File: config.mk
export PLATFORM = sky130hd
export DESIGN_NAME = pulse_pend_ctrl
export DESIGN_NICKNAME = d
export VERILOG_FILES = /design/src/rtl/pulse_sync_pkg.sv /design/src/rtl/pulse_pend_ch.sv /design/src/rtl/pulse_pend_ctrl.sv
export SDC_FILE = /design/constraint.sdc
export NUM_CORES = 1
export LEC_CHECK = 0
export BUFFER_PORTS_ARGS = -buffer_cell sky130_fd_sc_hd__buf_2
export CAP_MARGIN = 5
export CORE_MARGIN = 2
export CORE_UTILIZATION = 40
export DETAILED_ROUTE_END_ITERATION = 8
export GPL_TIMING_DRIVEN = 0
export PLACE_DENSITY = 0.58
export RECOVER_POWER = 100
export REMOVE_ABC_BUFFERS = 1
export SLEW_MARGIN = 25
export SYNTH_ARGS = -nofsm -noshare
export SYNTH_HDL_FRONTEND = slang
export SYNTH_SLANG_ARGS = --single-unit
File: constraint.sdc
create_clock -name clk_src -period 2.8 [get_ports clk_src]
set_input_delay 0.56 -clock clk_src [delete_from_list [all_inputs] [get_ports clk_src]]
set_output_delay 0.56 -clock clk_src [all_outputs]
set_load 0.005 [all_outputs]
File: src/rtl/pulse_sync_pkg.sv
// Shared definitions for the pulse pending controller: per-channel FSM state
// encoding and the legal ranges of the block parameters.
package pulse_sync_pkg;

  localparam int unsigned CH_NUM_MIN        = 1;
  localparam int unsigned CH_NUM_MAX        = 16;
  localparam int unsigned PEND_CNT_SIZE_MIN = 2;
  localparam int unsigned PEND_CNT_SIZE_MAX = 8;

  typedef enum logic [1:0] {
    ST_IDLE    = 2'd0,
    ST_REQ     = 2'd1,
    ST_WAIT_LO = 2'd2
  } ch_state_e;

endpackage

File: src/rtl/pulse_pend_ch.sv
// One pulse channel: pending-pulse counter plus 4-phase req/ack handshake FSM.
// Optional drop indication when PULSE_PEND_OVF_FLAG_EN is defined.
module pulse_pend_ch
  import pulse_sync_pkg::*;
#(
  parameter int unsigned PEND_CNT_SIZE = 3
) (
  input  logic                     clk_src,
  input  logic                     rst,
  input  logic                     d_in,
  input  logic                     ack,
  output logic                     req,
  output logic [PEND_CNT_SIZE-1:0] pend_cnt,
  output logic                     act_nxt_c
`ifdef PULSE_PEND_OVF_FLAG_EN
  ,
  output logic                     drop_c
`endif
);

  localparam int unsigned W = PEND_CNT_SIZE;
  localparam logic [W-1:0] CNT_MAX = '1;

  ch_state_e      state;
  ch_state_e      state_nxt;
  logic [W-1:0]   cnt_nxt;
  logic           launch_c;

  // State, counter and request registers
  always_ff @(posedge clk_src) begin
    if (rst) begin
      state    <= ST_IDLE;
      pend_cnt <= '0;
      req      <= 1'b0;
    end else begin
      state    <= state_nxt;
      pend_cnt <= cnt_nxt;
      req      <= (state_nxt == ST_REQ);
    end
  end

  // Next-state, launch decision and saturating pending-count update
  always_comb begin
    state_nxt = state;
    cnt_nxt   = pend_cnt;
    launch_c  = 1'b0;
    case (state)
      ST_IDLE: begin
        if ((pend_cnt != '0) || d_in) begin
          state_nxt = ST_REQ;
          launch_c  = 1'b1;
        end
      end
      ST_REQ: begin
        if (ack) state_nxt = ST_WAIT_LO;
      end
      ST_WAIT_LO: begin
        if (!ack) state_nxt = ST_IDLE;
      end
      default: state_nxt = ST_IDLE;
    endcase
    // A launch consumes one pulse; a coincident new pulse replaces it
    if (launch_c) begin
      if (!d_in) cnt_nxt = pend_cnt - W'(1);
    end else if (d_in && (pend_cnt != CNT_MAX)) begin
      cnt_nxt = pend_cnt + W'(1);
    end
    act_nxt_c = (state_nxt != ST_IDLE) || (cnt_nxt != '0);
  end

`ifdef PULSE_PEND_OVF_FLAG_EN
  // Pulse lost because the counter is full and nothing was launched
  assign drop_c = d_in && !launch_c && (pend_cnt == CNT_MAX);
`endif

endmodule

File: src/rtl/pulse_pend_ctrl.sv
// Multi-channel pulse pending controller: every d_in pulse becomes one full
// req/ack handshake on its channel, with pulses queued in a saturating counter.
// Define PULSE_PEND_OVF_FLAG_EN to add the sticky per-channel ovf output.
module pulse_pend_ctrl
  import pulse_sync_pkg::*;
#(
  parameter int unsigned CH_NUM        = 4,
  parameter int unsigned PEND_CNT_SIZE = 3
) (
  input  logic                            clk_src,
  input  logic                            rst,
  input  logic [CH_NUM-1:0]               d_in,
  input  logic [CH_NUM-1:0]               ack,
  output logic [CH_NUM-1:0]               req,
  output logic [CH_NUM*PEND_CNT_SIZE-1:0] pend_cnt,
  output logic                            busy
`ifdef PULSE_PEND_OVF_FLAG_EN
  ,
  output logic [CH_NUM-1:0]               ovf
`endif
);

  logic [CH_NUM-1:0] act_nxt_c;
`ifdef PULSE_PEND_OVF_FLAG_EN
  logic [CH_NUM-1:0] drop_c;
`endif

  // Independent channel instances
  for (genvar i = 0; i < CH_NUM; i++) begin : g_ch
    pulse_pend_ch #(
      .PEND_CNT_SIZE (PEND_CNT_SIZE)
    ) u_ch (
      .clk_src   (clk_src),
      .rst       (rst),
      .d_in      (d_in[i]),
      .ack       (ack[i]),
      .req       (req[i]),
      .pend_cnt  (pend_cnt[i*PEND_CNT_SIZE +: PEND_CNT_SIZE]),
      .act_nxt_c (act_nxt_c[i])
`ifdef PULSE_PEND_OVF_FLAG_EN
      ,
      .drop_c    (drop_c[i])
`endif
    );
  end

  // Busy flag tracks the registered channel activity, no path from d_in
  always_ff @(posedge clk_src) begin
    if (rst) busy <= 1'b0;
    else     busy <= |act_nxt_c;
  end

`ifdef PULSE_PEND_OVF_FLAG_EN
  // Sticky overflow per channel, cleared only by reset
  always_ff @(posedge clk_src) begin
    if (rst) ovf <= '0;
    else     ovf <= ovf | drop_c;
  end
`endif

endmodule

==> impl_metrics.ini <==
[place]
place_congestion = 0.7773
io_buffer_count = 26
dp_cells = 261
hpwlAfterDp_mm = 2.490

[clock_tree]
cts_tree = built
postCtsSetupRepairBufs = 0
numCtsBuffers = 3
h-tree-depth = 1
clockRootBuffer = clkbuf_8
cts.sinks = 25
clk-insertion-delay-late_ns = 0.28
ctsHoldBuffers = 0
cts.clk_slew.worst_paths_ns = 0.10
cts_max_path_buffers = 2
cts-resized-gates = 0

[synth]
synthXorXnorAreaFrac_pct = 4.259
synth-simple-area-share_pct = 23.88
synthAdderAreaFrac_pct = 12.17
ys_warn_count = 0
synth-compound-area-share_pct = 21.22
mappedNetlistArea_sq_mm = 0.001645
synth_ff_type = dfxtp_1
syn-mean-instance-area_sq_um = 8.395
netlist.area_leader.share_pct = 30.42
yosysTopAreaCell = dfxtp_1
muxShareOfSynthArea_pct = 1.369
synth_top_family_by_area = simple AND/OR/NAND/NOR gates
yosys_register_bits = 25
synth_cell_type_count = 49
syn_inst = 196
synth-edff-count = 0
synth_area_leaders = dfxtp_1 (30%), ha_1 (12%), nor2_1 (5.9%)
async_flop_share_pct = 0
ys_seq_area_share_pct = 30.42

[min_path]
hp-class = in2reg

[detailed_routing]
wl_per_cell_um = 12.58
drc = 0
via_count = 1419
drtIter0Drc = 26
drt-vias-per-instance = 5.355
drt_wl_total_mm = 3.335
detail-route-antenna-nets = 0
first_pass_iters = 4

[floorplan]
die_w_um = 68.14
die-area_sq_mm = 0.004642
io_pins = 27
start_util_pct = 41.43
die_y_um = 68.14
rows = 23
core_sq_mm = 0.003971

[global_route]
grt_pass1_wl_mm = 5.561
first_global_vias = 1253
antenna_found_initial = 0
grt_max_degree = 26
grtUsageTotal_pct = 15.87
overflow = 0

[run]
drv_cap = 0

[worst_setup_path]
setup.worst_path.end_class = register
crit_fanout = 6
crit_slowest_cell = or4_1
path_cells = inv_1 -> ha_1 -> or3b_4 -> o21ai_0 -> nand3_1 -> or4_1 -> nor4_1 -> a41oi_1
cp_num_buf_inv = 1
cp.arrival_ns = 2.71
crit_required_ns = 2.93
crit_family = simple AND/OR/NAND/NOR gates
critPathKind = reg2reg
startpoint_type = register
critPathMaxStageDelay_ns = 0.43
r2r_slack_ns = 0.21

[finish]
layout.nets = 242
drive_gt1_share_pct = 13.02
synthToLayoutAreaGrowth_pct = 9.201
fin_util_pct = 45.24
fin_cells = 265
antennaDiodeCount = 0

[outcome]
status = complete, no violations

[timing]
finalCritPeriodShare_pct = 92.33
rsz0062_at_grt = no
hold_viol_final = 0
skew_ns = 0.01494
max_slew_margin_pct = 62.04
period_minus_slack_ns = 2.585
clock.fmax_mhz = 386.8
finalHoldWorstSlack_ns = 0.5131
finalSetupViolations = 0
drv_slew = 0
fin_setup_tns_ns = 0
tightest_slew_ns = 0.5623

[power]
p_leak_nw = 0.7406
ir_drop_v = 0.0004259
power_density_mw_per_mm2 = 889.8
## synthesized netlist by cell type (2+ instances only)
library cell / n
a211oi_1: 5
nor3_1: 7
ha_1: 16
nand3b_1: 2
nor2b_1: 2
dfxtp_1: 25
a221oi_1: 2
a21oi_1: 14
nor3b_1: 4
buf_4: 6
o31ai_1: 4
xor2_1: 3
nand2_1: 11
nand3_1: 3
o211ai_1: 2
xnor2_1: 5
clkbuf_1: 3
o21ai_0: 7
nand2b_1: 5
inv_1: 10
nor4_1: 2
or4_1: 2
a2111oi_0: 2
mux2_2: 2
nor2_1: 26
o311ai_0: 3
## state kept, by name (all words and copies together), names as in the netlist
name and cells:
g_ch.u_ch.pend_cnt 12, g_ch.u_ch.state 8, g_ch.u_ch.req 4, busy 1
## power by group
part           internal (mW)  switching (mW)  leakage (nW)
Clock                  0.101           0.125        0.0217
Combinational          0.369           0.436         0.512
Sequential             0.450           0.118         0.207
## area by class of cell
type,instances,area (sq um)
fillers,419,2175
multi-input cells,150,1030
flip-flops and latches,25,500.5
repair buffers,26,117.6
well taps,50,62.56
clock buffers,3,41.29
inverters,10,37.54
clock inverters,1,7.507
## metal layers
layer	global-route usage [%]	up-vias	share of wire [%]
met3	3.947	4	3.7
met4	4.500	0	1.1
li1	-	739	-
met2	26.58	25	46
met5	0	-	0
met1	20.12	651	49
## kinds of logic (layout without fill, tap and decap cells)
kind of cell / Yosys count / after routing
buffers and inverters: 21 / 40
XOR/XNOR: 8 / 8
flip-flops: 25 / 25
multiplexers: 2 / 2
AND/OR/NAND/NOR: 74 / 74
AO/OA/AOI/OAI: 50 / 50
adder cells (fa/ha/maj): 16 / 16
## worst min-delay path: cells and delay by family
kind,cells,cell delay (ns)
and+or+nand+nor,2,0.08
buffers and inverters,1,0.11
## cells in the final DEF (no fill, tap or decap), types with 2 or more instances in the layout
master and count:
a2111oi_0 2, a211oi_1 5, a21oi_1 14, a221oi_1 2, buf_2 16, clkbuf_1 9, clkbuf_8 3, dfxtp_1 25
ha_1 16, inv_1 10, mux2_2 2, nand2_1 11, nand2b_1 5, nand3_1 3, nand3b_1 2, nor2_1 26
nor2b_1 2, nor3_1 7, nor3b_1 4, nor4_1 2, o211ai_1 2, o21ai_0 7, o311ai_0 3, o31ai_1 4
or4_1 2, xnor2_1 5, xor2_1 3
## path summary, 6_finish.rpt
path / to / cells past startpoint / startpoint
max: busy$_SDFF_PP0_ / 8 / g_ch[3].u_ch.pend_cnt[0]$_SDFF_PP0_
min: g_ch[1].u_ch.state[1]$_SDFF_PP0_ / 3 / ack[1]
max reg2reg: busy$_SDFF_PP0_ / 8 / g_ch[3].u_ch.pend_cnt[0]$_SDFF_PP0_
min reg2reg: g_ch[2].u_ch.pend_cnt[1]$_SDFF_PP0_ / 2 / g_ch[2].u_ch.pend_cnt[1]$_SDFF_PP0_
## per-stage QoR
step                worst slack, ns  total power, mW  instance area (sq um)
floorplan                    0.4865            1.182                   1573
global placement             0.1702            1.406                   1765
detailed placement           0.2094            1.410                   1765
CTS                          0.2205            1.643                   1814
global route               0.008008            1.771                   1797
finish                       0.2146            1.599                   1797
No activity file was read; power rests on OpenSTA's default activity.
